[config.mk]
export PLATFORM = sky130hd
export DESIGN_NAME = pipe_stage_skid_flat
export DESIGN_NICKNAME = d
export VERILOG_FILES = /design/src/rtl/pipe_stage_skid_if.sv /design/src/rtl/pipe_stage_skid.sv /design/src/flat_wrapper.sv
export SDC_FILE = /design/constraint.sdc
export NUM_CORES = 1
export LEC_CHECK = 0
export CAP_MARGIN = 25
export CORE_AREA = 3 3 120 208
export DETAILED_ROUTE_END_ITERATION = 10
export DIE_AREA = 0 0 123 211
export PLACE_DENSITY = 0.8
export SYNTH_ARGS = -nofsm -noshare
export SYNTH_HDL_FRONTEND = slang
export SYNTH_SLANG_ARGS = --single-unit
[constraint.sdc]
create_clock -name CLK -period 1.9 [get_ports CLK]
set_clock_uncertainty 0.15 [all_clocks]
set_input_delay 0.38 -clock CLK [delete_from_list [all_inputs] [get_ports CLK]]
set_output_delay 0.38 -clock CLK [all_outputs]
set_load 0.01 [all_outputs]
[src/rtl/pipe_stage_skid_if.sv]
// Handshake bundle between two pipeline stages: an upstream valid/ready
// request with control and payload, and a downstream head entry plus the
// stage occupancy. The master modport belongs to the agent that drives
// the stage, and the slave modport belongs to the stage itself.
interface pipe_stage_skid_if #(
   parameter int DATA_WIDTH = 96,
   parameter int CTRL_WIDTH = 16
);
   logic                  in_valid;
   logic                  in_ready;
   logic [CTRL_WIDTH-1:0] in_ctrl;
   logic [DATA_WIDTH-1:0] in_data;
   logic                  out_valid;
   logic                  out_ready;
   logic [CTRL_WIDTH-1:0] out_ctrl;
   logic [DATA_WIDTH-1:0] out_data;
   logic [1:0]            occupancy;

   modport master (
      output in_valid, in_ctrl, in_data, out_ready,
      input  in_ready, out_valid, out_ctrl, out_data, occupancy
   );

   modport slave (
      input  in_valid, in_ctrl, in_data, out_ready,
      output in_ready, out_valid, out_ctrl, out_data, occupancy
   );
endinterface

[src/rtl/pipe_stage_skid.sv]
// Pipeline stage register with a two-entry skid buffer.
// The head entry sits in the main register and drives the outputs directly.
// The skid register catches one extra entry, so in_ready can be registered
// without losing throughput. CLR flushes the stage and leaves a bubble that
// reads as all zeros, which decodes as a NOP downstream.
// Optional feature: define PIPE_STAGE_SKID_PERF_EN to add the saturating
// stall, bubble and flush performance counters.
module pipe_stage_skid #(
   parameter int DATA_WIDTH = 96,
   parameter int CTRL_WIDTH = 16,
   parameter int CNT_WIDTH  = 16
) (
   input  logic                 CLK,
   input  logic                 RST_N,
   input  logic                 CLR,
`ifdef PIPE_STAGE_SKID_PERF_EN
   output logic [CNT_WIDTH-1:0] stall_cnt,
   output logic [CNT_WIDTH-1:0] bubble_cnt,
   output logic [CNT_WIDTH-1:0] flush_cnt,
`endif
   pipe_stage_skid_if.slave     bus
);

   typedef enum logic [1:0] {
      ST_EMPTY = 2'd0,
      ST_FULL1 = 2'd1,
      ST_FULL2 = 2'd2
   } state_t;

   state_t                state_q;
   logic [CTRL_WIDTH-1:0] main_ctrl_q;
   logic [DATA_WIDTH-1:0] main_data_q;
   logic [CTRL_WIDTH-1:0] skid_ctrl_q;
   logic [DATA_WIDTH-1:0] skid_data_q;
   logic                  out_valid_q;
   logic                  in_ready_q;
   logic [1:0]            occ_q;
   logic                  acc_s;
   logic                  drn_s;

   assign acc_s = bus.in_valid & in_ready_q;
   assign drn_s = out_valid_q & bus.out_ready;

   // The outputs come straight from registers. main is kept at zero
   // whenever the stage is empty, so a bubble reads as zero.
   assign bus.in_ready  = in_ready_q;
   assign bus.out_valid = out_valid_q;
   assign bus.out_ctrl  = main_ctrl_q;
   assign bus.out_data  = main_data_q;
   assign bus.occupancy = occ_q;

   // Skid FSM. A single block updates the state, both entry registers and
   // the registered handshake outputs.
   always_ff @(posedge CLK) begin
      if (!RST_N || CLR) begin
         state_q     <= ST_EMPTY;
         main_ctrl_q <= {CTRL_WIDTH{1'b0}};
         main_data_q <= {DATA_WIDTH{1'b0}};
         skid_ctrl_q <= {CTRL_WIDTH{1'b0}};
         skid_data_q <= {DATA_WIDTH{1'b0}};
         out_valid_q <= 1'b0;
         in_ready_q  <= 1'b1;
         occ_q       <= 2'd0;
      end else begin
         case (state_q)
            ST_EMPTY: begin
               if (acc_s) begin
                  state_q     <= ST_FULL1;
                  main_ctrl_q <= bus.in_ctrl;
                  main_data_q <= bus.in_data;
                  out_valid_q <= 1'b1;
                  in_ready_q  <= 1'b1;
                  occ_q       <= 2'd1;
               end else begin
                  state_q     <= ST_EMPTY;
               end
            end
            ST_FULL1: begin
               if (acc_s && drn_s) begin
                  // The head leaves and the new entry takes its place.
                  main_ctrl_q <= bus.in_ctrl;
                  main_data_q <= bus.in_data;
               end else if (acc_s) begin
                  // The head is blocked, so the new entry goes into the skid slot.
                  state_q     <= ST_FULL2;
                  skid_ctrl_q <= bus.in_ctrl;
                  skid_data_q <= bus.in_data;
                  in_ready_q  <= 1'b0;
                  occ_q       <= 2'd2;
               end else if (drn_s) begin
                  state_q     <= ST_EMPTY;
                  main_ctrl_q <= {CTRL_WIDTH{1'b0}};
                  main_data_q <= {DATA_WIDTH{1'b0}};
                  out_valid_q <= 1'b0;
                  occ_q       <= 2'd0;
               end else begin
                  state_q     <= ST_FULL1;
               end
            end
            ST_FULL2: begin
               if (drn_s) begin
                  // The skid entry moves into the head, and the skid slot is cleared.
                  state_q     <= ST_FULL1;
                  main_ctrl_q <= skid_ctrl_q;
                  main_data_q <= skid_data_q;
                  skid_ctrl_q <= {CTRL_WIDTH{1'b0}};
                  skid_data_q <= {DATA_WIDTH{1'b0}};
                  in_ready_q  <= 1'b1;
                  occ_q       <= 2'd1;
               end else begin
                  state_q     <= ST_FULL2;
               end
            end
            default: begin
               state_q     <= ST_EMPTY;
               main_ctrl_q <= {CTRL_WIDTH{1'b0}};
               main_data_q <= {DATA_WIDTH{1'b0}};
               skid_ctrl_q <= {CTRL_WIDTH{1'b0}};
               skid_data_q <= {DATA_WIDTH{1'b0}};
               out_valid_q <= 1'b0;
               in_ready_q  <= 1'b1;
               occ_q       <= 2'd0;
            end
         endcase
      end
   end

`ifdef PIPE_STAGE_SKID_PERF_EN
   logic [CNT_WIDTH-1:0] stall_cnt_q;
   logic [CNT_WIDTH-1:0] bubble_cnt_q;
   logic [CNT_WIDTH-1:0] flush_cnt_q;
   logic [CNT_WIDTH-1:0] stall_cnt_d;
   logic [CNT_WIDTH-1:0] bubble_cnt_d;
   logic [CNT_WIDTH-1:0] flush_cnt_d;

   // Adds one to a counter when en is set, and holds once it reaches all-ones.
   function automatic logic [CNT_WIDTH-1:0] sat_inc(input logic [CNT_WIDTH-1:0] v,
                                                     input logic en);
      logic [CNT_WIDTH-1:0] r;
      if (en && (v != {CNT_WIDTH{1'b1}})) begin
         r = v + {{(CNT_WIDTH-1){1'b0}}, 1'b1};
      end else begin
         r = v;
      end
      return r;
   endfunction

   // Next counter values. CLR does not clear the counters.
   always_comb begin
      stall_cnt_d  = sat_inc(stall_cnt_q,  bus.in_valid & ~in_ready_q);
      bubble_cnt_d = sat_inc(bubble_cnt_q, bus.out_ready & ~out_valid_q);
      flush_cnt_d  = sat_inc(flush_cnt_q,  CLR);
   end

   // The counters are cleared only by reset.
   always_ff @(posedge CLK) begin
      if (!RST_N) begin
         stall_cnt_q  <= {CNT_WIDTH{1'b0}};
         bubble_cnt_q <= {CNT_WIDTH{1'b0}};
         flush_cnt_q  <= {CNT_WIDTH{1'b0}};
      end else begin
         stall_cnt_q  <= stall_cnt_d;
         bubble_cnt_q <= bubble_cnt_d;
         flush_cnt_q  <= flush_cnt_d;
      end
   end

   assign stall_cnt  = stall_cnt_q;
   assign bubble_cnt = bubble_cnt_q;
   assign flush_cnt  = flush_cnt_q;
`endif

endmodule

[src/flat_wrapper.sv]
// flat-port wrapper written by rule: the top's interface ports become plain ports
module pipe_stage_skid_flat 
#(
   parameter int DATA_WIDTH = 96,
   parameter int CTRL_WIDTH = 16,
   parameter int CNT_WIDTH  = 16
)
  (CLK, RST_N, CLR, bus_in_valid, bus_in_ctrl, bus_in_data, bus_out_ready, bus_in_ready, bus_out_valid, bus_out_ctrl, bus_out_data, bus_occupancy);
  pipe_stage_skid_if #(.DATA_WIDTH(DATA_WIDTH), .CTRL_WIDTH(CTRL_WIDTH)) bus_i ();
  input  logic CLK;
  input  logic RST_N;
  input  logic CLR;
  input wire logic [$bits(bus_i.in_valid)-1:0] bus_in_valid;
  input wire logic [$bits(bus_i.in_ctrl)-1:0] bus_in_ctrl;
  input wire logic [$bits(bus_i.in_data)-1:0] bus_in_data;
  input wire logic [$bits(bus_i.out_ready)-1:0] bus_out_ready;
  output wire logic [$bits(bus_i.in_ready)-1:0] bus_in_ready;
  output wire logic [$bits(bus_i.out_valid)-1:0] bus_out_valid;
  output wire logic [$bits(bus_i.out_ctrl)-1:0] bus_out_ctrl;
  output wire logic [$bits(bus_i.out_data)-1:0] bus_out_data;
  output wire logic [$bits(bus_i.occupancy)-1:0] bus_occupancy;
  assign bus_i.in_valid = bus_in_valid;
  assign bus_i.in_ctrl = bus_in_ctrl;
  assign bus_i.in_data = bus_in_data;
  assign bus_i.out_ready = bus_out_ready;
  assign bus_in_ready = bus_i.in_ready;
  assign bus_out_valid = bus_i.out_valid;
  assign bus_out_ctrl = bus_i.out_ctrl;
  assign bus_out_data = bus_i.out_data;
  assign bus_occupancy = bus_i.occupancy;
  pipe_stage_skid #(.DATA_WIDTH(DATA_WIDTH), .CTRL_WIDTH(CTRL_WIDTH), .CNT_WIDTH(CNT_WIDTH)) u_core (.CLK(CLK), .RST_N(RST_N), .CLR(CLR), .bus(bus_i));
endmodule
# Yosys cells after proc, flatten, opt, wreduce, memory -nomap -nowiden
# Index checks and enable logic that the tools add are counted.
classes:
  bitwise: 4
  reduce_logical: 9
  n_eq_ne: 11
  n_mux: 37
op_table:
  columns: ["op", "count"]
  rows:
  - ["$mux 96", 6]
  - ["$pmux 96 s3", 2]
  - ["$mux 16", 6]
  - ["$pmux 16 s3", 2]
  - ["$mux 2", 8]
  - ["$reduce_and 4->1", 4]
  - ["$pmux 2 s3", 2]
  - ["$mux 1", 9]
  - ["$ne 2x1->1 const B", 4]
  - ["$ne 3x1->1 const B", 2]
  - ["$pmux 1 s3", 2]
  - ["$reduce_and 5->1", 1]
  - ["$ne 2x2->1 const B", 2]
  - ["$ne 3x3->1 const B", 1]
  - ["$and 1x1->1", 2]
  - ["$eq 2x1->1 const B", 1]
  - ["$eq 2x2->1 const B", 1]
  - ["$logic_not 2->1", 1]
  - ["$not 1->1", 2]
  - ["$logic_and 1x1->1", 1]
  - ["$logic_not 1->1", 1]
  - ["$logic_or 1x1->1", 1]
word_totals:
  reg_bits: 230

# Longest topological paths before layout
# Gate-level depths: netlist of run 1.
logic_depth:
  ltp_word: 5
  depth_mapped: 7
  mapped_depth_nobuf: 4

# Least setup slack after synthesis of run 1
# OpenSTA, ideal clock, no wires.
synth_path:
  path_type: "input to register"
  start: "in bus_in_valid"
  end: "reg u_core.skid_ctrl_q[10]"
  cell_stages: 7
  required_ns: 1.680
  path_slack_ns: 0.241
  path_buffers: 3
  setup_time_ns: 0.070
  arrival_time_ns: 1.438
  cell_sequence: "buf_4 and2_1 a21oi_2 buf_4 buf_2 o211ai_1 a21oi_1"
synth_between:
  elab_chain_len: 4
  word_cells_on_any_way: 5
  classes_between: "eq/ne: 2; bitwise: 1; reduce/logical: 2"
synth_lines:
  columns: ["element", "line", "source"]
  rows:
  - ["start: declaration", "flat_wrapper.sv:13", "input wire logic [$bits(bus_i.in_valid)-1:0] bus_in_valid;"]
  - ["$and 1x1->1 *", "pipe_stage_skid.sv:41", "assign acc_s = bus.in_valid & in_ready_q;"]
  - ["$logic_and 1x1->1", "pipe_stage_skid.sv:79", "if (acc_s && drn_s) begin"]
  - ["$ne 2x2->1 (no source line)", null, null]
  - ["$reduce_and 4->1 (no source line) *", null, null]
  - ["end signal: assignment", "pipe_stage_skid.sv:59", "skid_ctrl_q <= {CTRL_WIDTH{1'b0}};"]
  - ["end signal: assignment", "pipe_stage_skid.sv:86", "skid_ctrl_q <= bus.in_ctrl;"]
  - ["end signal: assignment", "pipe_stage_skid.sv:106", "skid_ctrl_q <= {CTRL_WIDTH{1'b0}};"]
  - ["end: declaration", "pipe_stage_skid.sv:33", "logic [CTRL_WIDTH-1:0] skid_ctrl_q;"]
# Mark *: on every way between the ends. The rest lies on a longest branch, timed or not.
# A chain may end at the register's enable or synchronous reset.

# Worst setup path after layout of run 1
layout_path:
  start: "reg u_core.out_valid_q, in the netlist u_core.bus.out_valid"
  end: "out bus_out_valid"
layout_rtl:
  columns: ["element", "line", "source"]
  rows:
  - ["start: declaration", "pipe_stage_skid.sv:35", "logic out_valid_q;"]
  - ["start signal: assignment", "pipe_stage_skid.sv:61", "out_valid_q <= 1'b0;"]
  - ["start signal: assignment", "pipe_stage_skid.sv:71", "out_valid_q <= 1'b1;"]
  - ["start signal: assignment", "pipe_stage_skid.sv:94", "out_valid_q <= 1'b0;"]
  - ["end: declaration", "flat_wrapper.sv:18", "output wire logic [$bits(bus_i.out_valid)-1:0] bus_out_valid;"]
# No word-level cell between the ends.

==> flow_summary.json, run 1 <==
{
  "rsz0062_at_grt": "false",
  "hp-start": "bus_in_valid",
  "ios": 233,
  "synth_edf_count": 0,
  "clk_root_buffer_cell": "clkbuf_16",
  "cts_tree": "done",
  "ant_nets": 0,
  "critPathSlowestCell": "dfxtp_1",
  "cp_max_fo": 6,
  "place_hpwl_um": 22800,
  "setup_tns_ns": 0,
  "post_route_cells_drive_above_1_share_pct": 6.39,
  "min_period_over_period_pct": 95.4,
  "synth_warnings": 0,
  "hold_viol": 0,
  "syn-num-nets": 1602,
  "hold_class": "in2reg",
  "wire_per_inst_um": 19.8,
  "synth_area_sq_um": 12300,
  "p_total_mw": 11.4,
  "gr-total-overflow": 0,
  "synth_simple_gate_area_share_pct": 16.0,
  "coreArea_sq_um": 23400,
  "rrSetupSlack_ns": 0.14,
  "p_sw_share_pct": 27.9,
  "drt-pass1-iter-count": 6,
  "grt_pass1_vias": 11826,
  "dpl-instance-area_sq_um": 14900,
  "area_delta_synth_final_pct": 26.1,
  "p_int_mw": 8.25,
  "slew_viol_final": 0,
  "required_ns": 1.37,
  "power_density_nw_per_um2": 739,
  "die-area_sq_um": 26000,
  "syn_inst": 1485,
  "drc_errors": 0,
  "power.leakage_nw": 5.29,
  "cts_buffer_depth": 3,
  "dr_total_vias": 12486,
  "crit_chain": "buf_4, dlygate4sd2_1",
  "period_minus_slack_ns": 1.81,
  "grt_use_total_pct": 27.6,
  "postCtsSetupRepairBufs": 0,
  "first_iter_violations": 1393,
  "layout.nets": 1712,
  "slew_headroom_pct": 48.2,
  "r2r_start": "u_core.state_q[0]",
  "final_cell_count_no_fill": 1916,
  "timing.rr.end": "u_core.bus.out_data[53]",
  "layout_setup_ws_ns": 0.0876,
  "die_y_um": 211,
  "synth_cell_types": 36,
  "worstHoldPathCells": 4,
  "seqPwrFrac_pct": 43.8,
  "io_buffers": 232,
  "fin_util_pct": 66.1,
  "antenna_found_initial": 2,
  "wirelength_um": 38000,
  "worstRegToRegCells": 4,
  "num_rows": 74,
  "synthAdderAreaFrac_pct": 0,
  "die_w_um": 123,
  "slowest_delay_ns": 0.33,
  "p_comb_share_pct": 17.5,
  "synth.area.mux_share_pct": 9.21,
  "initial_core_util_pct": 52.4,
  "synth_top_family_by_area": "compound AO/OA/AOI/OAI gates",
  "cts_buffers": 22,
  "critPathKind": "reg2out",
  "arrival_ns": 1.28,
  "globalplace.congestion": 0.840,
  "design_area_sq_um": 15500,
  "path_buf_inv": 2,
  "clk_latency_ns": 0.51,
  "async_reset_ff_share_pct": 0,
  "synth_xor_area_share_pct": 0,
  "finalSetupViolCount": 0,
  "seq_area_frac_synth_pct": 37.5,
  "synth_compound_area_share_pct": 29.7,
  "max_cap_viol_count": 0,
  "cts_sinks": 230,
  "synth_ff_type": "dfxtp_1",
  "min_to": "u_core.bus.in_ready",
  "hold_ws_ns": 0.224,
  "dp_slack_ns": -0.346,
  "peakVddDrop_v": 0.000664,
  "max_slew.worst_pin.slew_ns": 0.777,
  "vias_per_cell": 6.52,
  "path_clk_slew_ns": 0.07,
  "pwr-share-clk_pct": 38.7,
  "ys_ff_latch": 230,
  "switchingPower_mw": 3.19,
  "cts_max_level": 1,
  "critical-path-top-delay-family": "buffers and inverters",
  "start_kind": "flop",
  "grt_max_degree": 91,
  "nFillCells": 2010,
  "synth.avg_cell_area_sq_um": 8.27,
  "outcome": "completed",
  "dp.cells": 1875,
  "grt_pass1_wl_um": 59800,
  "max_freq_mhz": 552,
  "crit_path_end_kind": "primary output"
}
## metal layers
metal  part of all wire (%)  up-vias  track usage, %
li1                       -     5807               -
met1                     40     6067            34.3
met2                     50      507            46.9
met3                    5.9      103            3.46
met4                    4.2        2            13.2
met5                  0.034        -               0
## how the worst max path moves through the flow
stage                          from                      end  slack (ns)  depth (start not counted)
2_1_floorplan          bus_in_valid   u_core.skid_ctrl_q[10]        0.24                          7
3_3_place_gp          bus_out_ready   u_core.bus.out_ctrl[0]       -0.30                          7
3_5_place_dp          bus_out_ready   u_core.bus.out_ctrl[0]       -0.35                          7
4_1_cts           u_core.state_q[1]  u_core.bus.out_data[29]        0.02                          5
5_1_grt        u_core.bus.out_valid            bus_out_valid       0.007                          2
6_report       u_core.bus.out_valid            bus_out_valid        0.09                          2
## placed cells by master, fill, tap and decap left out, types with 3 or more instances in the layout
master / synthesis / routed
a21oi_1: 232 / 232
nand2_1: 228 / 227
dfxtp_1: 230 / 227
dlygate4sd2_1: 0 / 116
clkdlybuf4s50_1: 0 / 115
mux2i_1: 113 / 113
nand4b_1: 113 / 113
o32ai_1: 112 / 112
o211ai_1: 112 / 112
o21ai_1: 70 / 70
o21ai_0: 44 / 44
buf_12: 0 / 31
clkbuf_16: 0 / 24
buf_4: 23 / 24
clkbuf_1: 115 / 7
clkinv_2: 0 / 5
nand2b_1: 5 / 3
nor2_1: 3 / 3
## flip-flops by register name, indices dropped and copies added, names as in the netlist
signal and flops:
u_core.bus.out_data 96, u_core.bus.occupancy 2, u_core.skid_data_q 96, u_core.skid_ctrl_q 16, u_core.bus.out_ctrl 16, u_core.bus.out_valid 1, u_core.bus.in_ready 1, u_core.state_q 2
## layout make-up
cell class,count,area [sq um],area share [%]
clock buffer,32,641,4.14
inverter,2,8.76,0.0566
multi-input combinational,1052,6780,43.8
tap,304,380,2.46
sequential,230,4610,29.8
clock inverter,8,73.8,0.477
antenna,1,2.50,0.0162
timing repair buffer,287,2980,19.2
## kinds of logic (layout without fill, tap and decap cells)
group / after synthesis / after routing
buffers and inverters: 203 / 329
AO/OA/AOI/OAI: 579 / 579
multiplexers: 113 / 113
other: 0 / 1
flip-flops: 230 / 230
AND/OR/NAND/NOR: 360 / 360
## worst reg2reg max path, cell delays in order, from the launching register on
cell and delay (ns):
dfxtp_4 0.44, buf_4 0.63, o32ai_1 0.25, nand2_1 0.12
a21oi_1 0.06
## synth_stat cells, types with 2 or more instances
cell type	count	area share, %
a21oi_1	232	9.5
and2_1	2	0.10
buf_1	6	0.18
buf_2	54	2.2
buf_4	23	1.4
clkbuf_1	115	3.5
clkbuf_4	2	0.12
dfxtp_1	230	38
mux2i_1	113	9.2
nand2_1	228	7.0
nand2b_1	5	0.25
nand4b_1	113	8.1
nor2_1	3	0.092
nor2_4	2	0.18
nor3_1	2	0.082
o211ai_1	112	6.8
o21ai_0	44	1.8
o21ai_1	70	2.9
o32ai_1	112	8.0
## power by group through the flow
stage / sequential [mW] / clock (mW) / combinational, mW
3_3_place_gp: 5.12 / 0 / 2.02
2_1_floorplan: 5.15 / 0 / 1.06
3_5_place_dp: 5.12 / 0 / 2.04
6_report: 5.01 / 4.43 / 2.00
4_1_cts: 5.01 / 4.48 / 1.98
5_1_grt: 5.02 / 4.67 / 2.15
## timing repair
| item | in CTS | in global routing |
|---|---|---|
| setup endpoints to repair | 116 | 10 |
| hold buffers | 0 | 0 |
| resized for setup | 117 | 1 |
| gates cloned | 0 | 0 |
No activity file was read; power rests on OpenSTA's default activity.
==> run 2: changes to the inputs <==
- CORE_AREA: 3 3 120 208 -> 4 4 121 209
- DIE_AREA: 0 0 123 211 -> 0 0 125 213
- REMOVE_ABC_BUFFERS: default -> 1
==> run 2 against run 1 <==
Compared with the run above: sequential share of layout area shrank 0.82 points; critical path depth is 3 higher; sequential power is essentially flat; die area up 2.6%.
==> flow_summary.json, run 2 (synthesized netlist as in run 1, its figures left out) <==
{
  "cts_max_level": 1,
  "grt_pass1_wl_um": 64100,
  "dr_total_vias": 12878,
  "cts_hold_buf": 0,
  "design_area_sq_um": 15900,
  "gr-total-overflow": 0,
  "place_hpwl_um": 24900,
  "hold_class": "in2reg",
  "area_delta_synth_final_pct": 29.8,
  "slew_headroom_pct": 63.2,
  "cts_buffers": 22,
  "io_buffers": 232,
  "mostFrequentLayoutCell": "a21oi_1",
  "hold_viol": 0,
  "num_rows": 74,
  "dpl-instance-area_sq_um": 15300,
  "layout_setup_ws_ns": 0.0757,
  "rrSetupSlack_ns": 0.08,
  "critPathSlowestCell": "and2_1",
  "cts_buffer_depth": 3,
  "met3_usage_pct": 3.15,
  "clk_latency_ns": 0.53,
  "grt_max_degree": 121,
  "wirelength_um": 40700,
  "max_slew.worst_pin.slew_ns": 0.552,
  "cts_tree": "done",
  "grt_pass1_vias": 12215,
  "max_freq_mhz": 548,
  "peakVddDrop_v": 0.000590,
  "drc_errors": 0,
  "die_w_um": 125,
  "critPathKind": "reg2reg",
  "coreArea_sq_um": 23500,
  "clk_root_buffer_cell": "clkbuf_16",
  "die-area_sq_um": 26600,
  "first_iter_violations": 1520,
  "final_cell_mix": "a21oi_1, nand2_1, dfxtp_1",
  "crit_path_end_kind": "flop",
  "grt.busiest_layer": "met2",
  "arrival_ns": 2.08,
  "post_route_cells_drive_above_1_share_pct": 8.34,
  "antenna_found_initial": 10,
  "vias_per_cell": 6.58,
  "globalplace.congestion": 0.803,
  "die_y_um": 213,
  "cts_sinks": 230,
  "start_kind": "flop",
  "dp_slack_ns": -0.378,
  "max_cap_viol_count": 0,
  "initial_core_util_pct": 52.2,
  "power_density_nw_per_um2": 722,
  "ios": 233,
  "drt-pass1-iter-count": 5,
  "crit_chain": "and2_1, o21bai_4, buf_12, o21ai_0, a21oi_1",
  "grtUsageMet2_pct": 47.6,
  "ant_nets": 0,
  "path_clk_slew_ns": 0.06,
  "rsz0062_at_grt": "false",
  "path_buf_inv": 1,
  "period_minus_slack_ns": 1.82,
  "min_period_over_period_pct": 96.0,
  "required_ns": 2.15,
  "critical-path-top-delay-family": "compound AO/OA/AOI/OAI gates",
  "grt_use_total_pct": 28.6,
  "grt.met1_usage_pct": 35.7,
  "layout.nets": 1745,
  "power.leakage_nw": 5.52,
  "outcome": "completed",
  "nFillCells": 1995,
  "cp_max_fo": 36,
  "slowest_delay_ns": 0.44,
  "wire_per_inst_um": 20.8,
  "p_total_mw": 11.5,
  "slew_viol_final": 0,
  "finalSetupViolCount": 0
}
run 2: cell types whose count changed in the layout (fill, tap and decap cells not counted), moves of 2 or more:
cell | previous run | this run
clkinvlp_4 | 2 | 0
buf_12 | 31 | 47
clkbuf_8 | 1 | 5
diode_2 | 1 | 10
buf_4 | 24 | 42
run 2: worst reg2reg max path, cell delays in order (launching register included):
cell	delay (ns)
dfxtp_2	0.38
and2_1	0.44
o21bai_4	0.19
buf_12	0.21
o21ai_0	0.23
a21oi_1	0.11
run 2: what timing repair did:
item / in CTS / in global routing
resized for setup: 119 / 0
endpoints found under the hold margin: 0 / 0
setup endpoints to repair: 117 / 1
gates cloned: 0 / 0
setup buffers: 0 / 4
run 2: per-layer routing:
metal	share of wire [%]	vias to the layer above	routed length (um)
met5	0	-	0
met4	5.6	0	2260
met3	6.0	128	2450
met2	50	613	20300
met1	39	6250	15700
li1	-	5887	-
run 2: final cells by class:
| class | count | area, sq um | area share (%) |
|---|---|---|---|
| diodes | 10 | 25.0 | 0.157 |
| well taps | 304 | 380 | 2.39 |
| flip-flops and latches | 230 | 4620 | 29.0 |
| repair buffers | 320 | 3420 | 21.5 |
| clock buffers | 34 | 667 | 4.18 |
| multi-input cells | 1052 | 6780 | 42.6 |
| clock inverters | 5 | 28.8 | 0.181 |
| inverters | 2 | 10.0 | 0.0628 |
run 2: final timing paths:
check | start | to | cells after the start
worst max register to register | u_core.bus.out_valid | u_core.bus.out_data[43] | 5
worst min-delay path | bus_in_valid | u_core.bus.in_ready | 4
worst max-delay path | u_core.bus.out_valid | u_core.bus.out_data[43] | 5
worst min register to register | u_core.bus.out_data[5] | u_core.bus.out_data[5] | 2
run 2: per-stage QoR:
stage	setup TNS (ns)	std cells	util, %	hold WS (ns)
2_1_floorplan	-1641.96	1284	-	0.319
6_report	0	1957	67.8	0.177
3_5_place_dp	-68.77	1904	65.2	0.317
4_1_cts	0	1943	67.5	0.165
3_3_place_gp	-60.86	1904	65.2	0.313
5_1_grt	0	1957	67.8	0.235
run 2: power by group:
part / leakage (nW) / internal, mW / switching [mW]
Combinational: 3.31 / 0.904 / 1.23
Clock: 0.347 / 2.42 / 1.93
Sequential: 1.86 / 4.94 / 0.0747
Total: 5.52 / 8.26 / 3.24
